File: src/rtl/signal_control_sched.sv
// signal_control_sched: event scheduler for the signal-control path.
// Each asynchronous `signal` bit passes through a two-flop synchroniser.
// Edges on the synchronised bits are latched as pending events.
// Pending events are granted one at a time, round-robin, to the `control`
// channel using a valid/ready handshake. Every accepted grant is followed
// by a programmable holdoff gap of GAP cycles.
// Optional build macro: SIGNAL_SCHED_BOTH_EDGE_EN. When it is defined, both
// rising and falling edges generate events. By default only rising edges do.
module signal_control_sched #(
    parameter int N   = 4,
    parameter int IDW = 2,
    parameter int GAP = 3
) (
    input  logic           clk,
    input  logic           rst,
    input  logic [N-1:0]   signal,
    input  logic           ready,
    output logic           control,
    output logic [IDW-1:0] control_id,
    output logic [N-1:0]   pending,
    output logic [N-1:0]   overflow
);

    localparam int unsigned NU = N;

    typedef enum logic [1:0] {
        ST_IDLE  = 2'd0,
        ST_GRANT = 2'd1,
        ST_GAP   = 2'd2
    } state_t;

    state_t         state_q,      state_d;
    logic [N-1:0]   sync1_q,      sync1_d;
    logic [N-1:0]   sync2_q,      sync2_d;
    logic [N-1:0]   prev_q,       prev_d;
    logic [N-1:0]   pending_q,    pending_d;
    logic [N-1:0]   overflow_q,   overflow_d;
    logic           control_q,    control_d;
    logic [IDW-1:0] control_id_q, control_id_d;
    logic [IDW-1:0] ptr_q,        ptr_d;
    logic [7:0]     gap_cnt_q,    gap_cnt_d;

    logic [N-1:0]   ev;
    logic [N-1:0]   acc_vec;
    logic           accept;
    logic           sel_found;
    logic [IDW-1:0] sel_id;

    // Synchroniser chain, plus the previous synchronised value used for edge detection
    always_comb begin
        sync1_d = signal;
        sync2_d = sync1_q;
        prev_d  = sync2_q;
    end

    // Event detection on the synchronised inputs
    always_comb begin
`ifdef SIGNAL_SCHED_BOTH_EDGE_EN
        ev = sync2_q ^ prev_q;
`else
        ev = sync2_q & ~prev_q;
`endif
    end

    // Pending/overflow bookkeeping.
    // An event coinciding with an accept on the same bit re-arms that bit
    // without flagging an overflow.
    always_comb begin
        accept  = control_q & ready;
        acc_vec = '0;
        if (accept) begin
            acc_vec[control_id_q] = 1'b1;
        end
        pending_d  = ev | (pending_q & ~acc_vec);
        overflow_d = overflow_q | (ev & pending_q & ~acc_vec);
    end

    // Round-robin pick: the first pending bit found scanning upward from ptr, wrapping at N
    always_comb begin
        int unsigned idx;
        sel_found = 1'b0;
        sel_id    = '0;
        idx       = 0;
        for (int unsigned k = 0; k < NU; k++) begin
            idx = (32'(ptr_q) + k) % NU;
            if (!sel_found && pending_q[idx]) begin
                sel_found = 1'b1;
                sel_id    = IDW'(idx);
            end
        end
    end

    // Grant FSM: next-state and registered grant outputs
    always_comb begin
        state_d      = state_q;
        control_d    = control_q;
        control_id_d = control_id_q;
        ptr_d        = ptr_q;
        gap_cnt_d    = gap_cnt_q;
        unique case (state_q)
            ST_IDLE: begin
                if (sel_found) begin
                    control_d    = 1'b1;
                    control_id_d = sel_id;
                    state_d      = ST_GRANT;
                end
            end
            ST_GRANT: begin
                if (ready) begin
                    control_d = 1'b0;
                    ptr_d     = (control_id_q == IDW'(N - 1)) ? '0 : control_id_q + 1'b1;
                    if (GAP == 0) begin
                        state_d = ST_IDLE;
                    end else begin
                        gap_cnt_d = 8'(GAP);
                        state_d   = ST_GAP;
                    end
                end
            end
            ST_GAP: begin
                gap_cnt_d = gap_cnt_q - 8'd1;
                if (gap_cnt_q <= 8'd1) begin
                    state_d = ST_IDLE;
                end
            end
            default: begin
                state_d   = ST_IDLE;
                control_d = 1'b0;
            end
        endcase
    end

    // State register with synchronous reset
    always_ff @(posedge clk) begin
        if (rst) begin
            state_q      <= ST_IDLE;
            sync1_q      <= '0;
            sync2_q      <= '0;
            prev_q       <= '0;
            pending_q    <= '0;
            overflow_q   <= '0;
            control_q    <= 1'b0;
            control_id_q <= '0;
            ptr_q        <= '0;
            gap_cnt_q    <= '0;
        end else begin
            state_q      <= state_d;
            sync1_q      <= sync1_d;
            sync2_q      <= sync2_d;
            prev_q       <= prev_d;
            pending_q    <= pending_d;
            overflow_q   <= overflow_d;
            control_q    <= control_d;
            control_id_q <= control_id_d;
            ptr_q        <= ptr_d;
            gap_cnt_q    <= gap_cnt_d;
        end
    end

    assign control    = control_q;
    assign control_id = control_id_q;
    assign pending    = pending_q;
    assign overflow   = overflow_q;

endmodule

File: config.mk
export PLATFORM = sky130hd
export DESIGN_NAME = signal_control_sched
export DESIGN_NICKNAME = d
export VERILOG_FILES = /design/src/rtl/signal_control_sched.sv
export SDC_FILE = /design/constraint.sdc
export NUM_CORES = 1
export LEC_CHECK = 0
export ABC_AREA = 0
export CORE_MARGIN = 1.5
export CORE_UTILIZATION = 40
export DETAILED_ROUTE_END_ITERATION = 10
export PLACE_DENSITY_LB_ADDON = 0.15
export SLEW_MARGIN = 20
export SYNTH_ARGS = -nofsm -noshare
export SYNTH_HDL_FRONTEND = slang
export SYNTH_SLANG_ARGS = --single-unit
File: constraint.sdc
create_clock -name clk -period 4 [get_ports clk]
set_input_delay 1 -clock clk [delete_from_list [all_inputs] [get_ports clk]]
set_output_delay 1 -clock clk [all_outputs]
set_load 0.01 [all_outputs]
==> out/qor.yml, run 1 <==
yosys-mux-area-fraction_pct: 2.85
netlist.area_leader.share_pct: 46.9
viasPerCell: 5.27
synth_top_family_by_area: "simple AND/OR/NAND/NOR gates"
synthXorXnorAreaFrac_pct: 0
critPathArrivalTime_ns: 1.36
endpoint_kind: "output port"
fin_crit_sh_pct: 58.9
cts_tree: "yes"
synth_ff_type: "dfxtp_1"
synth-compound-area-share_pct: 17.4
gp_congestion: 0.802
fmax_mhz: 424
finish.utilization_pct: 48.8
io_buffers: 17
cts_resized: 0
clk_pin_slew_worst_paths_ns: 0.07
slowest_delay_ns: 0.59
crit_type: "reg -> out"
antenna_found_initial: 0
start_util_pct: 41.1
dp_hpwl_mm: 1.94
ys_ff_latch: 35
die_area_mm2: 0.00411
cp_cell_sequence: "clkdlybuf4s50_1"
min_period_ns: 2.36
synth_fp_nets: 172
area_growth_pct: 18.7
syn_avg_cell_area_um2: 9.39
io_pins: 18
yosys_warnings: 0
grt_max_degree: 37
drc: 0
die_h_um: 64.1
cp_max_fo: 8
worstMarginPinSlew_ns: 0.372
hp-class: "reg -> reg"
wl_mm: 2.89
yosysUniqueCellTypes: 37
first_pass_iters: 4
leakage_nw: 0.669
cts_root_buf: "clkbuf_8"
vias: 1185
max_slew_margin_pct: 75.2
ctsHtreeMaxLevel: 2
status: "complete, no violations"
grt_util_all_layers_pct: 15.4
placementRows: 22
num-nets-final: 189
synthTopCellsByArea: "dfxtp_1 (47%), nor2b_1 (5.9%), ha_1 (5.0%), nor2_1 (4.5%), a21oi_1 (3.4%)"
synth-async-reset-ratio_pct: 0
ctsLongestPathBuffers: 2
setup_viol: 0
p_total_mw: 0.747
synthCells: 159
overflow: 0
drt_iter0_markers: 84
syn-cell-area_mm2: 0.00149
synth_area_leader_cell: "dfxtp_1"
synthSimpleGateAreaFrac_pct: 22.1
grt_pass1_vias: 1069
post_cts_buffers: 0
cp.buffers_inverters: 1
cp_top_family: "buffers and inverters"
yosysMostFrequentCell: "dfxtp_1"
fp.coreArea_mm2: 0.00363
drive_gt1_share_pct: 6.78
clk_latency_ns: 0.29
ant_nets: 0
routedWlPerCell_um: 12.8
powerDensity_mw_per_mm2: 422
fp.dieW_um: 64.1
grt_pass1_wl_mm: 4.83
numCtsBuffers: 5
synth_adder_area_share_pct: 5.03
cp-start-kind: "flip-flop"
ctsHoldBuffers: 0
whs_ns: 0.440
rsz0062_at_grt: "false"
finalSetupTns_ns: 0
hold_violations: 0
critPathSlowestCell: "clkdlybuf4s50_1"
ys_top_cells_by_count: "dfxtp_1 (35), nor2_1 (18), nor2b_1 (14)"
clock-sinks: 35
maxCapViolCount: 0
finClkSkew_ns: 0.00558
synth_edf_count: 0
slew_viol_final: 0
synth.yosys.seq_area_share_pct: 46.9
num_antenna_cells: 0
irDropWorstVdd_v: 0.000223
required_ns: 3.00
-- placed cells by master, fill, tap and decap left out, types with 2 or more instances in the layout --
cell type and instances:
dfxtp_1 35, nor2_1 18, clkdlybuf4s50_1 17, nor2b_1 14
inv_1 12, a21oi_1 10, ha_1 6, nand2_1 5
nand3_1 5, clkbuf_8 5, a22oi_1 4, a41oi_1 4
or4_1 3, and3_1 3, o41ai_1 3, or3_1 3
nand2b_1 2, a211o_1 2, mux2i_1 2, nor4_1 2
mux2_2 2, o211ai_1 2, o221a_2 2, clkbuf_1 2
-- area by class of cell --
class	instances	area, um^2
Timing Repair Buffer	18	178
Fill cell	363	1860
Multi-Input combinational cell	104	707
Clock inverter	1	5.00
Tap cell	48	60.1
Sequential cell	35	701
Inverter	12	45.0
Clock buffer	7	76.3
-- metal layers --
metal,GRT usage (%),wire [um],vias to the layer above
met1,20.7,1520,560
li1,-,-,600
met2,21.9,1210,20
met4,7.34,46,0
met3,5.28,108,5
met5,0,0,-
-- final timing paths --
path / startpoint / to / slack [ns] / depth (start not counted)
worst min-delay path: sync1_q[3] / prev_d[3] / 0.44 / 1
worst max-delay path: pending[2] / pending[2] / 1.64 / 1
worst max register to register: state_q[1] / gap_cnt_q[5] / 2.31 / 3
worst min register to register: sync1_q[3] / prev_d[3] / 0.44 / 1
-- stage by stage --
stage / area, um^2 / setup slack (ns) / instances
final: 1770 / 1.64 / 225
after CTS: 1770 / 1.64 / 225
after global placement: 1690 / 1.42 / 217
after global routing: 1770 / 1.57 / 225
after detailed placement: 1690 / 1.37 / 217
after floorplan: 1490 / 1.94 / 159
-- report_power, final --
group	internal, mW	switching (mW)
clock	0.122	0.120
sequential	0.370	0.0289
combinational	0.0559	0.0501
total	0.547	0.199
-- registers in the layout (all words and copies together) (netlist names) --
signal / count
state_q: 2
control_id: 2
prev_d: 4
gap_cnt_q: 8
pending: 4
ptr_q: 2
prev_q: 4
overflow: 4
control: 1
sync1_q: 4
-- cell families after synthesis --
family,after synthesis
adders and majority gates,6
DFF,35
AOI/OAI and AO/OA,34
buffers and inverters,20
and+or+nand+nor,60
muxes,4
(Power assumes the default switching activity.)
==> inputs of run 2 (changes only) <==
Clock period 4 ns to 2.47 ns, I/O delays scaled along.
==> out/qor.yml, run 2 (synthesis results as in run 1) <==
grt_max_degree: 36
grt_util_all_layers_pct: 16.7
io_buffers: 17
start_util_pct: 41.1
viasPerCell: 5.27
powerDensity_mw_per_mm2: 674
seq_area_um2: 701
num-nets-final: 190
cts_tree: "yes"
leakage_nw: 0.669
grt_util_met1_pct: 21.6
min_period_ns: 1.97
power.internal_mw: 0.878
vias: 1180
cp_cell_sequence: "clkdlybuf4s50_1"
first_pass_iters: 4
grt_pass1_wl_mm: 5.21
endpoint_kind: "output port"
hp-class: "reg -> reg"
slew_viol_final: 0
multiInputGateArea_um2: 707
clk_pin_slew_worst_paths_ns: 0.07
fp.dieW_um: 64.1
drc: 0
largest_register_ffs: 8
min_to: "prev_d[0]"
num_antenna_cells: 0
p_clk_share_pct: 31.2
grt_pass1_vias: 1116
cp_top_family: "buffers and inverters"
setup_viol: 0
fin_ws_ns: 0.505
p_total_mw: 1.19
crit_cells: 1
crit_type: "reg -> out"
fin_crit_sh_pct: 79.6
dp_hpwl_mm: 2.13
drive_gt1_share_pct: 6.82
cp.buffers_inverters: 1
top_register: "gap_cnt_q"
wl_mm: 3.02
critPathArrivalTime_ns: 1.35
cts_resized: 0
drt_iter0_markers: 61
combPwrFrac_pct: 14.7
ctsLongestPathBuffers: 2
ant_nets: 0
ctsHtreeMaxLevel: 2
critPathSlowestCell: "clkdlybuf4s50_1"
top_usage_layer: "met2"
area_growth_pct: 18.6
numCtsBuffers: 5
hold_violations: 0
fill_cells: 387
fin_cells: 224
dpl.cell_count: 218
cp-start-kind: "flip-flop"
clock-sinks: 35
finClkSkew_ns: 0.00735
met3_usage_pct: 5.81
finalSetupTns_ns: 0
max_slew_margin_pct: 73.7
maxCapViolCount: 0
r2r-start: "state_q[1]"
placementRows: 22
die_area_mm2: 0.00411
worstHoldStart: "sync1_q[0]"
rr_worst_depth: 3
antenna_found_initial: 0
layout_common_cells: "dfxtp_1 (35), nor2_1 (18), clkdlybuf4s50_1 (17)"
routedWlPerCell_um: 13.5
cp_max_fo: 8
r2r_end: "gap_cnt_q[5]"
overflow: 0
gp_congestion: 0.750
fp.coreArea_mm2: 0.00363
post_cts_buffers: 0
status: "complete, no violations"
slowest_delay_ns: 0.59
io_pins: 18
irDropWorstVdd_v: 0.000384
die_h_um: 64.1
use_met2_pct: 25.4
clk_latency_ns: 0.28
dp_slack_ns: 0.428
rsz0062_at_grt: "false"
final_common_cell: "dfxtp_1"
cts_root_buf: "clkbuf_8"
worstMarginPinSlew_ns: 0.395
fmax_mhz: 509
hold_depth: 1
regToRegSetupSlack_ns: 0.73
ctsHoldBuffers: 0
p_sw_mw: 0.315
sequentialPowerShare_pct: 54.1
sw_frac_of_total_pct: 26.4
required_ns: 1.85
## run 2: cell count changes in the layout (fill, tap and decap cells not counted)
cell	previous run	this run
buf_4	1	2
clkbuf_1	2	1
clkinv_2	1	0
## run 2: layout make-up
type | count | area share [%]
Multi-Input combinational cell | 104 | 39.9
Sequential cell | 35 | 39.6
Timing Repair Buffer | 19 | 10.5
Clock buffer | 6 | 4.10
Tap cell | 48 | 3.39
Inverter | 12 | 2.54
## run 2: routing by layer
metal / wire (um) / vias to the layer above
li1: - / 601
met1: 1530 / 557
met2: 1390 / 20
met3: 91 / 2
met4: 8 / 0
met5: 0 / -
## run 2: power groups by stage
stage | Clock [mW] | Sequential [mW] | Combinational [mW]
after floorplan | 0 | 0.644 | 0.127
after global placement | 0 | 0.655 | 0.168
after detailed placement | 0 | 0.658 | 0.175
after CTS | 0.390 | 0.645 | 0.176
after global routing | 0.414 | 0.654 | 0.195
final | 0.373 | 0.646 | 0.175
## run 2: metrics by stage
stage / hold WS [ns] / cell area (um^2) / util [%]
floorplan: 0.414 / 1490 / -
global placement: 0.418 / 1700 / 46.7
detailed placement: 0.423 / 1700 / 46.7
CTS: 0.448 / 1770 / 48.7
global route: 0.459 / 1770 / 48.7
finish: 0.440 / 1770 / 48.7
## run 2: worst max-delay path by stage
stage | endpoint | slack, ns | start
2_1_floorplan | gap_cnt_q[5] | 0.79 | ready
3_3_place_gp | gap_cnt_q[5] | 0.46 | ready
3_5_place_dp | gap_cnt_q[5] | 0.43 | ready
4_1_cts | pending[2] | 0.50 | pending[2]
5_1_grt | pending[2] | 0.44 | pending[2]
6_report | pending[2] | 0.50 | pending[2]
==> inputs of run 3 (changes only) <==
Clock period 2.47 ns to 1.6 ns, I/O delays scaled along.
==> out/qor.yml, run 3 (synthesis results as in run 1) <==
start_util_pct: 41.1
fin_crit_sh_pct: 97.1
p_clk_share_pct: 30.5
ctsHtreeMaxLevel: 2
top_register: "gap_cnt_q"
finClkSkew_ns: 0.00653
leakage_nw: 0.783
p_sw_mw: 0.491
required_ns: 1.78
powerDensity_mw_per_mm2: 994
combPwrFrac_pct: 17.7
dp_hpwl_mm: 2.24
grt_max_degree: 26
worstMarginPinSlew_ns: 0.309
status: "complete, no violations"
r2r-start: "gap_cnt_q[3]"
fp.coreArea_mm2: 0.00363
finish.utilization_pct: 51.9
first_pass_iters: 4
largest_register_ffs: 8
overflow: 0
fp.dieW_um: 64.1
ant_nets: 0
r2r_end: "gap_cnt_q[7]"
ctsLongestPathBuffers: 2
fill_cells: 349
slew_viol_final: 0
sw_frac_of_total_pct: 26.2
grt_pass1_vias: 1196
viasPerCell: 5.16
clk_pin_slew_worst_paths_ns: 0.07
area_growth_pct: 26.3
clk_latency_ns: 0.28
grt_pass1_wl_mm: 5.32
cts_tree: "yes"
fmax_mhz: 644
grt_util_all_layers_pct: 16.8
p_total_mw: 1.87
critPathArrivalTime_ns: 1.73
crit_type: "reg -> reg"
die_h_um: 64.1
numCtsBuffers: 5
maxCapViolCount: 0
endpoint_kind: "flip-flop"
drive_gt1_share_pct: 16.0
wl_mm: 3.00
cp-startpoint: "gap_cnt_q[3]"
num-nets-final: 202
ctsHoldBuffers: 0
max_slew_margin_pct: 79.2
io_pins: 18
worstHoldStart: "sync1_q[2]"
power.internal_mw: 1.38
io_buffers: 17
num_antenna_cells: 0
die_area_mm2: 0.00411
sequentialPowerShare_pct: 51.9
regToRegSetupSlack_ns: 0.05
layout_common_cells: "dfxtp_1 (31), nor2_1 (18), nor2b_1 (14)"
rr_worst_depth: 3
drt_iter0_markers: 58
cp-start-kind: "flip-flop"
cp_max_fo: 2
final_common_cell: "dfxtp_1"
min_period_ns: 1.55
antenna_found_initial: 0
vias: 1218
hold_violations: 0
gp_congestion: 0.798
cts_root_buf: "clkbuf_8"
placementRows: 22
drc: 0
setup_viol: 0
hp-class: "reg -> reg"
routedWlPerCell_um: 12.7
hold_depth: 1
irDropWorstVdd_v: 0.000576
endpoint: "gap_cnt_q[7]"
rsz0062_at_grt: "true"
clock-sinks: 35
-- run 3: power groups by stage --
stage | combinational (mW) | clock [mW] | sequential, mW
floorplan | 0.197 | 0 | 0.994
global placement | 0.328 | 0 | 0.987
detailed placement | 0.335 | 0 | 0.989
CTS | 0.328 | 0.594 | 0.972
global route | 0.371 | 0.623 | 0.981
finish | 0.331 | 0.571 | 0.972
-- run 3: worst min-delay path by stage --
stage / endpoint / slack [ns]
after floorplan: prev_d[0] / 0.41
after global placement: prev_d[2] / 0.42
after detailed placement: prev_d[2] / 0.43
after CTS: prev_d[2] / 0.44
after global routing: prev_d[2] / 0.45
final: prev_d[2] / 0.44
-- run 3: per-stage QoR --
step	worst slack, ns	cells	instance area, um^2	hold slack [ns]	setup TNS (ns)
after floorplan	0.0725	159	1490	0.414	0
after global placement	-0.0312	230	1800	0.418	-0.0720
after detailed placement	-0.0294	230	1800	0.427	-0.0671
after CTS	0.00278	236	1870	0.442	0
after global routing	-0.0267	236	1890	0.449	-0.0267
final	0.0463	236	1890	0.437	0
-- run 3: cell type report --
| type | instances | area [um^2] | area share (%) |
|---|---|---|---|
| multi-input cells | 104 | 719 | 38.2 |
| flip-flops and latches | 35 | 706 | 37.4 |
| repair buffers | 31 | 283 | 15.0 |
| clock buffers | 6 | 72.6 | 3.85 |
| well taps | 48 | 60.1 | 3.19 |
| inverters | 12 | 45.0 | 2.39 |
-- run 3: repair_timing --
item | in CTS | in global routing
gates resized for setup | 10 | 3
pin swaps | 0 | 0
setup buffers | 0 | 0
setup endpoints to repair | 6 | 3
-- run 3: worst max-delay path: stages, from the launching register on --
cell,delay (ns)
dfxtp_1,0.31
or4_1,0.58
nor4_2,0.20
mux2_2,0.36
-- run 3: layer usage --
layer	GRT usage, %	vias up	routed length, um	share of wire [%]
met5	0	-	0	0
met4	7.07	0	48	1.6
met3	6.69	6	161	5.4
met2	25.9	28	1320	44
met1	20.8	560	1460	49
li1	-	624	-	-
